## src/rtl/xor_serial_arbiter.sv

```systemverilog
// Round-robin arbiter that serialises two requesters' WIDTH-bit XOR operations
// through one shared 1-bit simple_xor gate. Optional parity output: XOR_ARB_PARITY_EN.

module simple_xor (
   input  logic a,
   input  logic b,
   output logic y
);
   assign y = a ^ b;
endmodule

// Handshake: a requester raises req[n] with operands stable and holds it until
// grant[n] pulses for one cycle; operands are captured at that accepting edge.
module xor_serial_arbiter #(
   parameter int WIDTH = 8
) (
   input  logic             clk,
   input  logic             rst,
   input  logic [1:0]       req,
   input  logic [WIDTH-1:0] a0,
   input  logic [WIDTH-1:0] b0,
   input  logic [WIDTH-1:0] a1,
   input  logic [WIDTH-1:0] b1,
   output logic [1:0]       grant,
   output logic             busy,
   output logic [WIDTH-1:0] f,
   output logic             done,
   output logic             done_id,
   output logic             parity,
   output logic [1:0]       state_dbg
);

   localparam int IDX_W = (WIDTH > 1) ? $clog2(WIDTH) : 1;
   localparam logic [IDX_W-1:0] LAST_IDX = IDX_W'(WIDTH - 1);

   typedef enum logic [1:0] {
      IDLE  = 2'd0,
      SHIFT = 2'd1,
      DONE  = 2'd2
   } state_t;

   state_t           state, state_n;
   logic [IDX_W-1:0] idx, idx_n;
   logic [WIDTH-1:0] a_lat, a_lat_n;
   logic [WIDTH-1:0] b_lat, b_lat_n;
   logic [WIDTH-1:0] acc, acc_n;
   logic             id_lat, id_lat_n;
   logic             last, last_n;
   logic             winner;
   logic [1:0]       grant_n;
   logic             busy_n;
   logic             done_n;
   logic [WIDTH-1:0] f_n;
   logic             done_id_n;
   logic             xor_bit;

   // The only XOR in the datapath: every result bit goes through this gate.
   simple_xor u_xor (
      .a (a_lat[idx]),
      .b (b_lat[idx]),
      .y (xor_bit)
   );

   assign state_dbg = state;

   always_ff @(posedge clk) begin
      if (rst) begin
         state <= IDLE;
      end else begin
         state <= state_n;
      end
   end

   always_comb begin
      state_n   = state;
      idx_n     = idx;
      a_lat_n   = a_lat;
      b_lat_n   = b_lat;
      acc_n     = acc;
      id_lat_n  = id_lat;
      last_n    = last;
      winner    = 1'b0;
      grant_n   = 2'b00;
      busy_n    = 1'b0;
      done_n    = 1'b0;
      f_n       = f;
      done_id_n = done_id;

      case (state)
         IDLE: begin
            if (req != 2'b00) begin
               // On a tie the requester not served last wins.
               if (req == 2'b11) begin
                  winner = ~last;
               end else begin
                  winner = req[1];
               end
               a_lat_n  = winner ? a1 : a0;
               b_lat_n  = winner ? b1 : b0;
               id_lat_n = winner;
               idx_n    = '0;
               acc_n    = '0;
               grant_n  = winner ? 2'b10 : 2'b01;
               state_n  = SHIFT;
            end
         end
         SHIFT: begin
            acc_n[idx] = xor_bit;
            if (idx == LAST_IDX) begin
               // Publish on the edge into DONE so done/f are visible during DONE.
               state_n   = DONE;
               done_n    = 1'b1;
               f_n       = acc_n;
               done_id_n = id_lat;
            end else begin
               idx_n = idx + IDX_W'(1);
            end
         end
         DONE: begin
            last_n  = id_lat;
            state_n = IDLE;
         end
         default: begin
            state_n = IDLE;
         end
      endcase

      busy_n = (state_n != IDLE);
   end

   always_ff @(posedge clk) begin
      if (rst) begin
         idx     <= '0;
         a_lat   <= '0;
         b_lat   <= '0;
         acc     <= '0;
         id_lat  <= 1'b0;
         last    <= 1'b1;
         grant   <= 2'b00;
         busy    <= 1'b0;
         done    <= 1'b0;
         f       <= '0;
         done_id <= 1'b0;
      end else begin
         idx     <= idx_n;
         a_lat   <= a_lat_n;
         b_lat   <= b_lat_n;
         acc     <= acc_n;
         id_lat  <= id_lat_n;
         last    <= last_n;
         grant   <= grant_n;
         busy    <= busy_n;
         done    <= done_n;
         f       <= f_n;
         done_id <= done_id_n;
      end
   end

`ifdef XOR_ARB_PARITY_EN
   logic par_acc, par_acc_n;
   logic parity_q, parity_n;

   always_comb begin
      par_acc_n = par_acc;
      parity_n  = parity_q;
      if (state == IDLE) begin
         par_acc_n = 1'b0;
      end else if (state == SHIFT) begin
         par_acc_n = par_acc ^ xor_bit;
         if (idx == LAST_IDX) begin
            parity_n = par_acc_n;
         end
      end
   end

   always_ff @(posedge clk) begin
      if (rst) begin
         par_acc  <= 1'b0;
         parity_q <= 1'b0;
      end else begin
         par_acc  <= par_acc_n;
         parity_q <= parity_n;
      end
   end

   assign parity = parity_q;
`else
   assign parity = 1'b0;
`endif

   a_grant_onehot: assert property (@(posedge clk) disable iff (rst) $onehot0(grant));
   a_done_busy:    assert property (@(posedge clk) disable iff (rst) done |-> busy);

endmodule

```

## config.mk

```make
export PLATFORM = sky130hd
export DESIGN_NAME = xor_serial_arbiter
export DESIGN_NICKNAME = d
export VERILOG_FILES = /design/src/rtl/xor_serial_arbiter.sv
export SDC_FILE = /design/constraint.sdc
export NUM_CORES = 1
export LEC_CHECK = 0
export BUFFER_PORTS_ARGS = -buffer_cell sky130_fd_sc_hd__buf_2
export CELL_PAD_IN_SITES_DETAIL_PLACEMENT = 1
export CELL_PAD_IN_SITES_GLOBAL_PLACEMENT = 1
export CORE_MARGIN = 2
export CORE_UTILIZATION = 31
export DETAILED_ROUTE_END_ITERATION = 8
export PLACE_DENSITY_LB_ADDON = 0.1
export RECOVER_POWER = 25
export SETUP_SLACK_MARGIN = 0.3
export SKIP_CTS_REPAIR_TIMING = 1
export SLEW_MARGIN = 20
export SYNTH_ARGS = -nofsm -noshare
export SYNTH_HDL_FRONTEND = slang
export SYNTH_SLANG_ARGS = --single-unit
```

## constraint.sdc

```tcl
create_clock -name clk -period 2.5 [get_ports clk]
set_input_delay 0.125 -clock clk [delete_from_list [all_inputs] [get_ports clk]]
set_output_delay 0.125 -clock clk [all_outputs]
set_load 0.05 [all_outputs]
```

# == After elaboration in Yosys (flattened, before gate mapping) ==
# Cells that the tools add are included.
# word_totals
input_bits,36
ff_bits,44
elab_cells,59
# classes
n_lt_le_gt_ge,2
addsub,1
reduce_logical,11
n_bitwise,5
n_mux,22
n_eq_ne,6
# ops
op,count
$mux 8,3
$pmux 8 s2,1
$bwmux 8,1
$mux 1,7
$bmux 1 s3,2
$mux 2,3
$mux 3,2
$pmux 3 s2,1
$reduce_and 2->1,3
$reduce_bool 2->1,3
$eq 2x2->1 const B,2
$lt 3x4->1 const B,1
$ne 2x2->1 const B,2
$not 1->1,4
$pmux 2 s2,1
$add 3x1->3 const B,1
$demux 1 s3,1
$eq 3x3->1 const B,1
$ge 3x1->1 const B,1
$reduce_and 3->1,1
$reduce_or 3->1,1
$eq 2x1->1 const B,1
$logic_not 2->1,1
$reduce_or 2->1,1
other kinds (2),2

# == Longest topological paths before layout ==
# Gate-level depths: netlist of the first run.
# logic_depth
depth_word,6
ltp_mapped,8
ltp_nobuf,6

# == Cells and area by module ==
# Synthesis of the first run repeated with hierarchy kept, for this count alone.
# hier_totals
cells_unflattened,243
hier_area_um2,2354.8
# modules_own_cells
module,instances,cells_each,seq_area_each_um2,area_each_um2
xor_serial_arbiter,1,242,880.8,2346.0
simple_xor,1,1,0.0,8.8

# == Least setup slack after synthesis of the first run ==
# OpenSTA, ideal clock, no wires.
# synth_path
kind,reg2reg
startpoint,"register state[0], in the netlist state_dbg[0]"
endpoint,register f[7]
stages_incl_launch_ff,7
setup_slack_ns,0.589
arrival_time_ns,1.836
n_path_buf,2
path_cell_list,dfxtp_1 -> and3b_1 -> buf_2 -> clkbuf_1 -> nor2_1 -> or3_1 -> a31oi_1
# synth_between
elab_chain_len,2
# synth_lines
item,line,rtl
start: declaration,42,"state_t state, state_n;"
start signal: assignment,70,state <= state_n;
$eq 2x1->1,89,case (state)
$reduce_and 2->1 (no source line),n/a,
end signal: assignment,154,f <= f_n;
end: declaration,26,"output logic [WIDTH-1:0] f,"
# Every way passes these cells.
# A chain may end at the register's enable or synchronous reset.

# == Worst setup path in the final report of the first run ==
# layout_path
startpoint,register idx[0]
endpoint,register f[4]
# layout_between
elab_chain_len,5
elab_cells_between_ends,13
cone_classes,2 x order compare; 1 x eq/ne; 7 x mux; 1 x bitwise; 2 x reduce/logical
# layout_lines
item,line,rtl
start: declaration,43,"logic [IDX_W-1:0] idx, idx_n;"
start signal: assignment,145,idx <= idx_n;
$lt 3x4->1 (implied by the code) / $ge 3x1->1 (equally long branches),108,acc_n[idx] = xor_bit;
$logic_and 1x1->1 (implied by the code),108,
$mux 1 (implied by the code),108,
$demux 1 s3,108,
$bwmux 8,108,
# Parallel ways exist; a longest one is shown, timed or not. The select of a mux whose other input is x is not followed.

==> impl_metrics.csv, run 1 <==
group,metric,value,unit
status,status,"finished clean",
worst_setup_path,r2r_end,"f[4]",
clocking,cts_buffers,5,
min_path,holdPathStages,3,
global_route,use_met1,0.182,
floorplan,core,0.00639,mm^2
floorplan,die_h,85.3,um
clocking,cts_tree,"yes",
place,place_inst,342,
route,avgRoutedWirePerCell,12.9,um
power_and_ir_drop,power,1530,uW
global_route,use_met2,0.209,
logic_synthesis,synth_cell_types,31,
logic_synthesis,netlist_area,0.00205,mm^2
global_route,grt.busiest_layer,"met2",
timing,rsz0062_at_grt,"no",
logic_synthesis,synth_top_area_cell,"dfxtp_1",
route,drt_pass1_iterations,2,
timing,setup_tns,0,ps
power_and_ir_drop,vdd.ir_drop.worst,317,uV
place,place_congestion,0.697,
timing,tightest_slew,693,ps
floorplan,row_count,29,
worst_setup_path,crit_path_start_kind,"flip-flop",
global_route,grt_pass1_vias,1698,
floorplan,die-area,0.00728,mm^2
final_layout,drive_gt1_frac,0.216,
worst_setup_path,criticalPathCategory,"flip-flop to flip-flop",
logic_synthesis,synth_warnings,0,
logic_synthesis,seq_area_frac_synth,0.430,
timing,setup_slack,571,ps
global_route,gr-usage-met3,0.0350,
global_route,grtUsageTotal,0.134,
worst_setup_path,arrival,2150,ps
final_layout,instances_no_fill,350,
job,drv_cap,0,
final_layout,nNetsFinal,311,
timing,min_period,1930,ps
floorplan,initial_core_util,0.321,
power_and_ir_drop,power_density,624,mW/mm^2
place,dpl.hpwl,3250,um
worst_setup_path,r2r_start,"idx[0]",
logic_synthesis,syn-instance-count,227,
route,vias_per_cell,4.90,
place,dp_slack,376,ps
timing,drv_slew,0,
global_route,antenna_found_initial,0,
floorplan,ioPinCount,52,
timing,max_clock_freq,518,MHz
worst_setup_path,r2r_cells,7,
clocking,cts_buffer_depth,2,
worst_setup_path,worstPathMaxFanout,16,
route,drc_errors,0,
power_and_ir_drop,p_leak,0.000969,uW
timing,setup-violations-final,0,
min_path,hold_class,"input port to flip-flop",
global_route,grt_pass1_wl,7950,um
min_path,hold_end,"a_lat[6]",
min_path,hp-start,"a0[6]",
global_route,grt_max_degree,37,
worst_setup_path,reg2reg_slack,570,ps
logic_synthesis,synth_top_area_share,0.430,
worst_setup_path,crit_required,2720,ps
clocking,cts-root-buf,"clkbuf_8",
route,num_vias,1716,
clocking,clkLatencyLatePin,300,ps
timing,hold_viol,0,
logic_synthesis,syn_area_per_cell,9.03,um^2
place,io_buffers,50,
global_route,overflow,0,
worst_setup_path,end_kind,"flip-flop",
clocking,clk_pin_slew_worst_paths,90,ps
clocking,cts.sinks,44,
logic_synthesis,ys_ff_latch,44,
timing,fin_crit_sh,0.772,
route,drtIter0Drc,63,
logic_synthesis,synthTopCellsByArea,"dfxtp_1, mux2i_1, nor2_1",
floorplan,die_x,85.3,um
route,ant_nets,0,
route,totalWireLength,4520,um
timing,clock_skew,11.2,ps
final_layout,area_growth,19.7,%
timing,slew_headroom,0.537,
final_layout,diodes,0,
logic_synthesis,synthesis.nets,266,
clocking,htree_levels,2,
-- layout make-up --
cell class              instances  area [um^2]
clock buffers                   5         68.8
clock inverters                 3         42.5
fillers                       771         3930
multi-input cells             165         1080
flip-flops and latches         44          883
well taps                      77         96.3
repair buffers                 56          279
-- worst max-delay path, cell delays in order, from the launching register on --
cell     delay, ps
dfxtp_2        510
ha_1           230
ha_1           180
and3b_1        190
buf_4          210
nor2_1          60
or3_1          340
a31oi_1        140
-- worst max-delay path by stage --
stage            startpoint     end  slack, ps  depth (start not counted)
2_1_floorplan  state_dbg[0]    f[7]        590                          6
6_report             idx[0]    f[4]        570                          7
5_1_grt              idx[0]    f[2]        330                          7
3_5_place_dp         idx[0]    f[1]        380                          7
4_1_cts              idx[0]    f[4]        350                          7
3_3_place_gp         idx[0]  acc[1]        460                          5
-- synth_stat cells, drive strengths merged --
cell type and number:
or3b 1, xnor2 1, conb 1, a31oi 8, nor2b 4, and3 1, and2 3, mux4 4
a211o 1, nor3b 5, dfxtp 44, a211oi 17, a22oi 2, clkbuf 10, buf 8, a21oi 3
nand2 13, and3b 4, nand3b 1, o21ai 16, nor2 37, a21boi 1, nor3 10, mux2i 19
ha 3, or2 2, or3 8
-- cells by family (layout without fill, tap and decap cells) --
logic type | Yosys count | count (layout) | share of synthesized area
AND/OR/NAND/NOR | 89 | 89 | 0.214
AO/OA/AOI/OAI | 48 | 48 | 0.148
flip-flops | 44 | 44 | 0.430
multiplexers | 23 | 23 | 0.140
buffers and inverters | 18 | 64 | 0.0433
adder cells (fa/ha/maj) | 3 | 3 | 0.0183
other | 1 | 1 | 0.00183
XOR/XNOR | 1 | 1 | 0.00427
-- power by group --
| group | internal (uW) | switching (uW) |
|---|---|---|
| clock | 296 | 246 |
| sequential | 737 | 26.0 |
| combinational | 95.1 | 131 |
| total | 1130 | 403 |
-- metal layers --
layer  wire [um]  part of all wire
met1        2230              0.49
met4          66             0.015
met5           0                 0
met2        2000              0.44
met3         225             0.050
-- state kept, by name (all words and copies together) (netlist names) --
signal	count
a_lat	8
acc	8
b_lat	8
f	8
idx	3
grant	2
state_dbg	2
busy	1
done	1
done_id	1
id_lat	1
last	1
-- layout by cell type, fill, tap and decap left out --
cell type / instances
xnor2_1: 1
conb_1: 1
and2_1: 3
mux4_1: 2
a21boi_2: 1
nand3b_1: 1
and3_1: 1
a211oi_1: 17
and3b_1: 4
nor3_1: 10
or3_1: 8
ha_1: 3
o21ai_1: 2
clkbuf_1: 13
a31oi_1: 8
bufinv_16: 1
buf_4: 6
nor2b_1: 4
nand2_1: 13
o21ai_0: 14
a211o_1: 1
buf_2: 37
dfxtp_1: 42
or3b_2: 1
a22oi_1: 2
or2_2: 2
nor2_1: 37
dfxtp_2: 2
a21oi_1: 3
clkinv_2: 1
mux4_2: 2
nor3b_1: 5
clkbuf_8: 5
clkinvlp_4: 1
mux2i_1: 19
-- stage by stage --
| step | utilization | instance area (um^2) | hold slack (ps) |
|---|---|---|---|
| 3_3_place_gp | 0.369 | 2360 | 452 |
| 2_1_floorplan | - | 2050 | 283 |
| 6_report | 0.384 | 2450 | 154 |
| 3_5_place_dp | 0.369 | 2360 | 458 |
| 5_1_grt | 0.384 | 2450 | 176 |
| 4_1_cts | 0.387 | 2470 | 152 |
No activity file was read; power rests on OpenSTA's default activity.
==> run 2, diff against run 1 <==
--- a/config.mk
+++ b/config.mk
@@ -5,6 +5,7 @@
 export SDC_FILE = /design/constraint.sdc
 export NUM_CORES = 1
 export LEC_CHECK = 0
+export ABC_AREA = 1
 export BUFFER_PORTS_ARGS = -buffer_cell sky130_fd_sc_hd__buf_2
 export CELL_PAD_IN_SITES_DETAIL_PLACEMENT = 1
 export CELL_PAD_IN_SITES_GLOBAL_PLACEMENT = 1
==> constraint.sdc (replaced) <==
create_clock -name clk -period 1.7 [get_ports clk]
set_input_delay 0.085 -clock clk [delete_from_list [all_inputs] [get_ports clk]]
set_output_delay 0.085 -clock clk [all_outputs]
set_load 0.05 [all_outputs]
==> run 2 against run 1 <==
  * Core utilization up 4.9 points
  * Combinational power up 150%
  * Hold slack worse by 110 ps
  * Wire length up 20%
  * Clock power up 25%
  * Power up 54%
  * Register-to-register slack worse by 250 ps
  * Non-clock buffer count up 8
  * Worst setup slack worse by 250 ps
  * Critical path depth unchanged
  * Largest cell class unchanged
  * Largest power group unchanged
==> impl_metrics.csv, run 2 <==
group,metric,value,unit
global_route,overflow,0,
worst_setup_path,crit_required,1890,ps
route,vias_per_cell,4.50,
final_layout,final_common_cell,"nand2_1",
logic_synthesis,ys_async_sr_fraction,0,
final_layout,area_growth,33.5,%
logic_synthesis,synthTopCellsByCount,"nand2_1, dfxtp_1, inv_1, o21ai_0, nor2_1",
power_and_ir_drop,p_leak,0.00123,uW
timing,rsz0062_at_grt,"yes",
logic_synthesis,synthesis.nets,332,
logic_synthesis,ys_ff_latch,44,
route,drtIter0Drc,29,
route,drt_pass1_iterations,3,
clocking,htree_levels,2,
global_route,grt_pass1_vias,2007,
clocking,cts.sinks,44,
route,totalWireLength,5440,um
final_layout,drive_gt1_frac,0.452,
route,drc_errors,0,
timing,setup_tns,0,ps
floorplan,core,0.00687,mm^2
place,dpl.hpwl,3900,um
worst_setup_path,worstPathMaxFanout,9,
logic_synthesis,netlist_area,0.00223,mm^2
clocking,cts_buffers,5,
worst_setup_path,crit_path_start_kind,"flip-flop",
timing,min_period,1380,ps
clocking,cts_tree,"yes",
timing,whs,46.3,ps
logic_synthesis,synth_warnings,0,
global_route,grt_pass1_wl,9010,um
logic_synthesis,yosysMostFrequentCell,"nand2_1",
final_layout,final_cell_mix,"nand2_1, dfxtp_1, buf_2",
logic_synthesis,syn-instance-count,293,
route,avgRoutedWirePerCell,12.1,um
logic_synthesis,synth_cell_types,29,
status,status,"finished clean",
clocking,clk_pin_slew_worst_paths,80,ps
worst_setup_path,arrival,1570,ps
power_and_ir_drop,power_density,790,mW/mm^2
min_path,hold_class,"input port to flip-flop",
floorplan,ioPinCount,52,
place,io_buffers,50,
floorplan,die-area,0.00790,mm^2
timing,tightest_slew,604,ps
final_layout,nFillCells,869,
timing,slew_headroom,0.599,
timing,setup-violations-final,0,
worst_setup_path,criticalPathCategory,"flip-flop to flip-flop",
timing,hold_viol,0,
clocking,cts-root-buf,"clkbuf_8",
logic_synthesis,syn_area_per_cell,7.62,um^2
global_route,grt_max_degree,33,
job,drv_cap,0,
timing,clock_skew,4.31,ps
clocking,clkLatencyLatePin,300,ps
place,place_congestion,0.745,
floorplan,die_x,88.9,um
floorplan,initial_core_util,0.325,
final_layout,nNetsFinal,390,
timing,drv_slew,0,
final_layout,diodes,0,
route,ant_nets,0,
power_and_ir_drop,vdd.ir_drop.worst,303,uV
logic_synthesis,synth_top_area_cell,"dfxtp_1",
floorplan,row_count,30,
logic_synthesis,synthTopCellsByArea,"dfxtp_1, nand2_1, nand3_2",
worst_setup_path,end_kind,"flip-flop",
logic_synthesis,seq_area_frac_synth,0.395,
global_route,antenna_found_initial,0,
global_route,grtUsageTotal,0.147,
logic_synthesis,synth_top_area_share,0.395,
logic_synthesis,synth_edf_count,0,
route,num_vias,2017,
floorplan,die_h,88.9,um
timing,fin_crit_sh,0.809,
worst_setup_path,reg2reg_slack,320,ps
logic_synthesis,synth_flop_cell,"dfxtp_1",
timing,max_clock_freq,727,MHz
clocking,cts_buffer_depth,2,
## run 2: cell families after synthesis
group	after synthesis	share of synthesized area
AOI/OAI and AO/OA	63	0.179
adders and majority gates	3	0.0168
buffers and inverters	44	0.0908
DFF	44	0.395
other	1	0.00168
and+or+nand+nor	138	0.317
## run 2: worst paths after layout
check / from / endpoint / cells past startpoint
max: idx[0] / f[0] / 7
max reg2reg: idx[0] / f[0] / 7
min reg2reg: acc[2] / acc[2] / 2
min: a0[5] / a_lat[5] / 3
## run 2: metal layers
metal / track usage / share of wire / vias to the layer above
met4: 0.0496 / 0.011 / 0
met1: 0.190 / 0.48 / 917
met3: 0.0345 / 0.039 / 6
met5: 0 / 0 / -
li1: - / - / 1058
met2: 0.239 / 0.47 / 36
## run 2: through the flow
| step | area [um^2] | setup WS, ps | power [uW] | cells | utilization |
|---|---|---|---|---|---|
| final | 2980 | 324 | 2350 | 448 | 0.434 |
| after global routing | 2980 | 221 | 2510 | 448 | 0.434 |
| after CTS | 2700 | 191 | 2280 | 444 | 0.394 |
| after detailed placement | 2610 | 203 | 1600 | 436 | 0.381 |
| after global placement | 2610 | 157 | 1590 | 436 | 0.381 |
| after floorplan | 2240 | 281 | 1480 | 293 | - |
## run 2: report_power, final
part	switching, uW	total, uW	internal, uW
clock	346	678	332
combinational	344	558	214
sequential	34.9	1120	1080
total	725	2350	1630
## run 2: worst max-delay path: stages (launching register included)
cell and delay [ps]:
dfxtp_4 390, ha_2 210, ha_4 170, nand2_1 100
inv_2 80, buf_12 140, o21ai_1 150, a21oi_2 40
## run 2: final cells by class
cell class	count	area (um^2)	area share
Clock buffer	8	90.1	0.0302
Inverter	31	130	0.0437
Multi-Input combinational cell	205	1330	0.447
Sequential cell	44	893	0.300
Tap cell	96	120	0.0403
Timing Repair Buffer	64	414	0.139
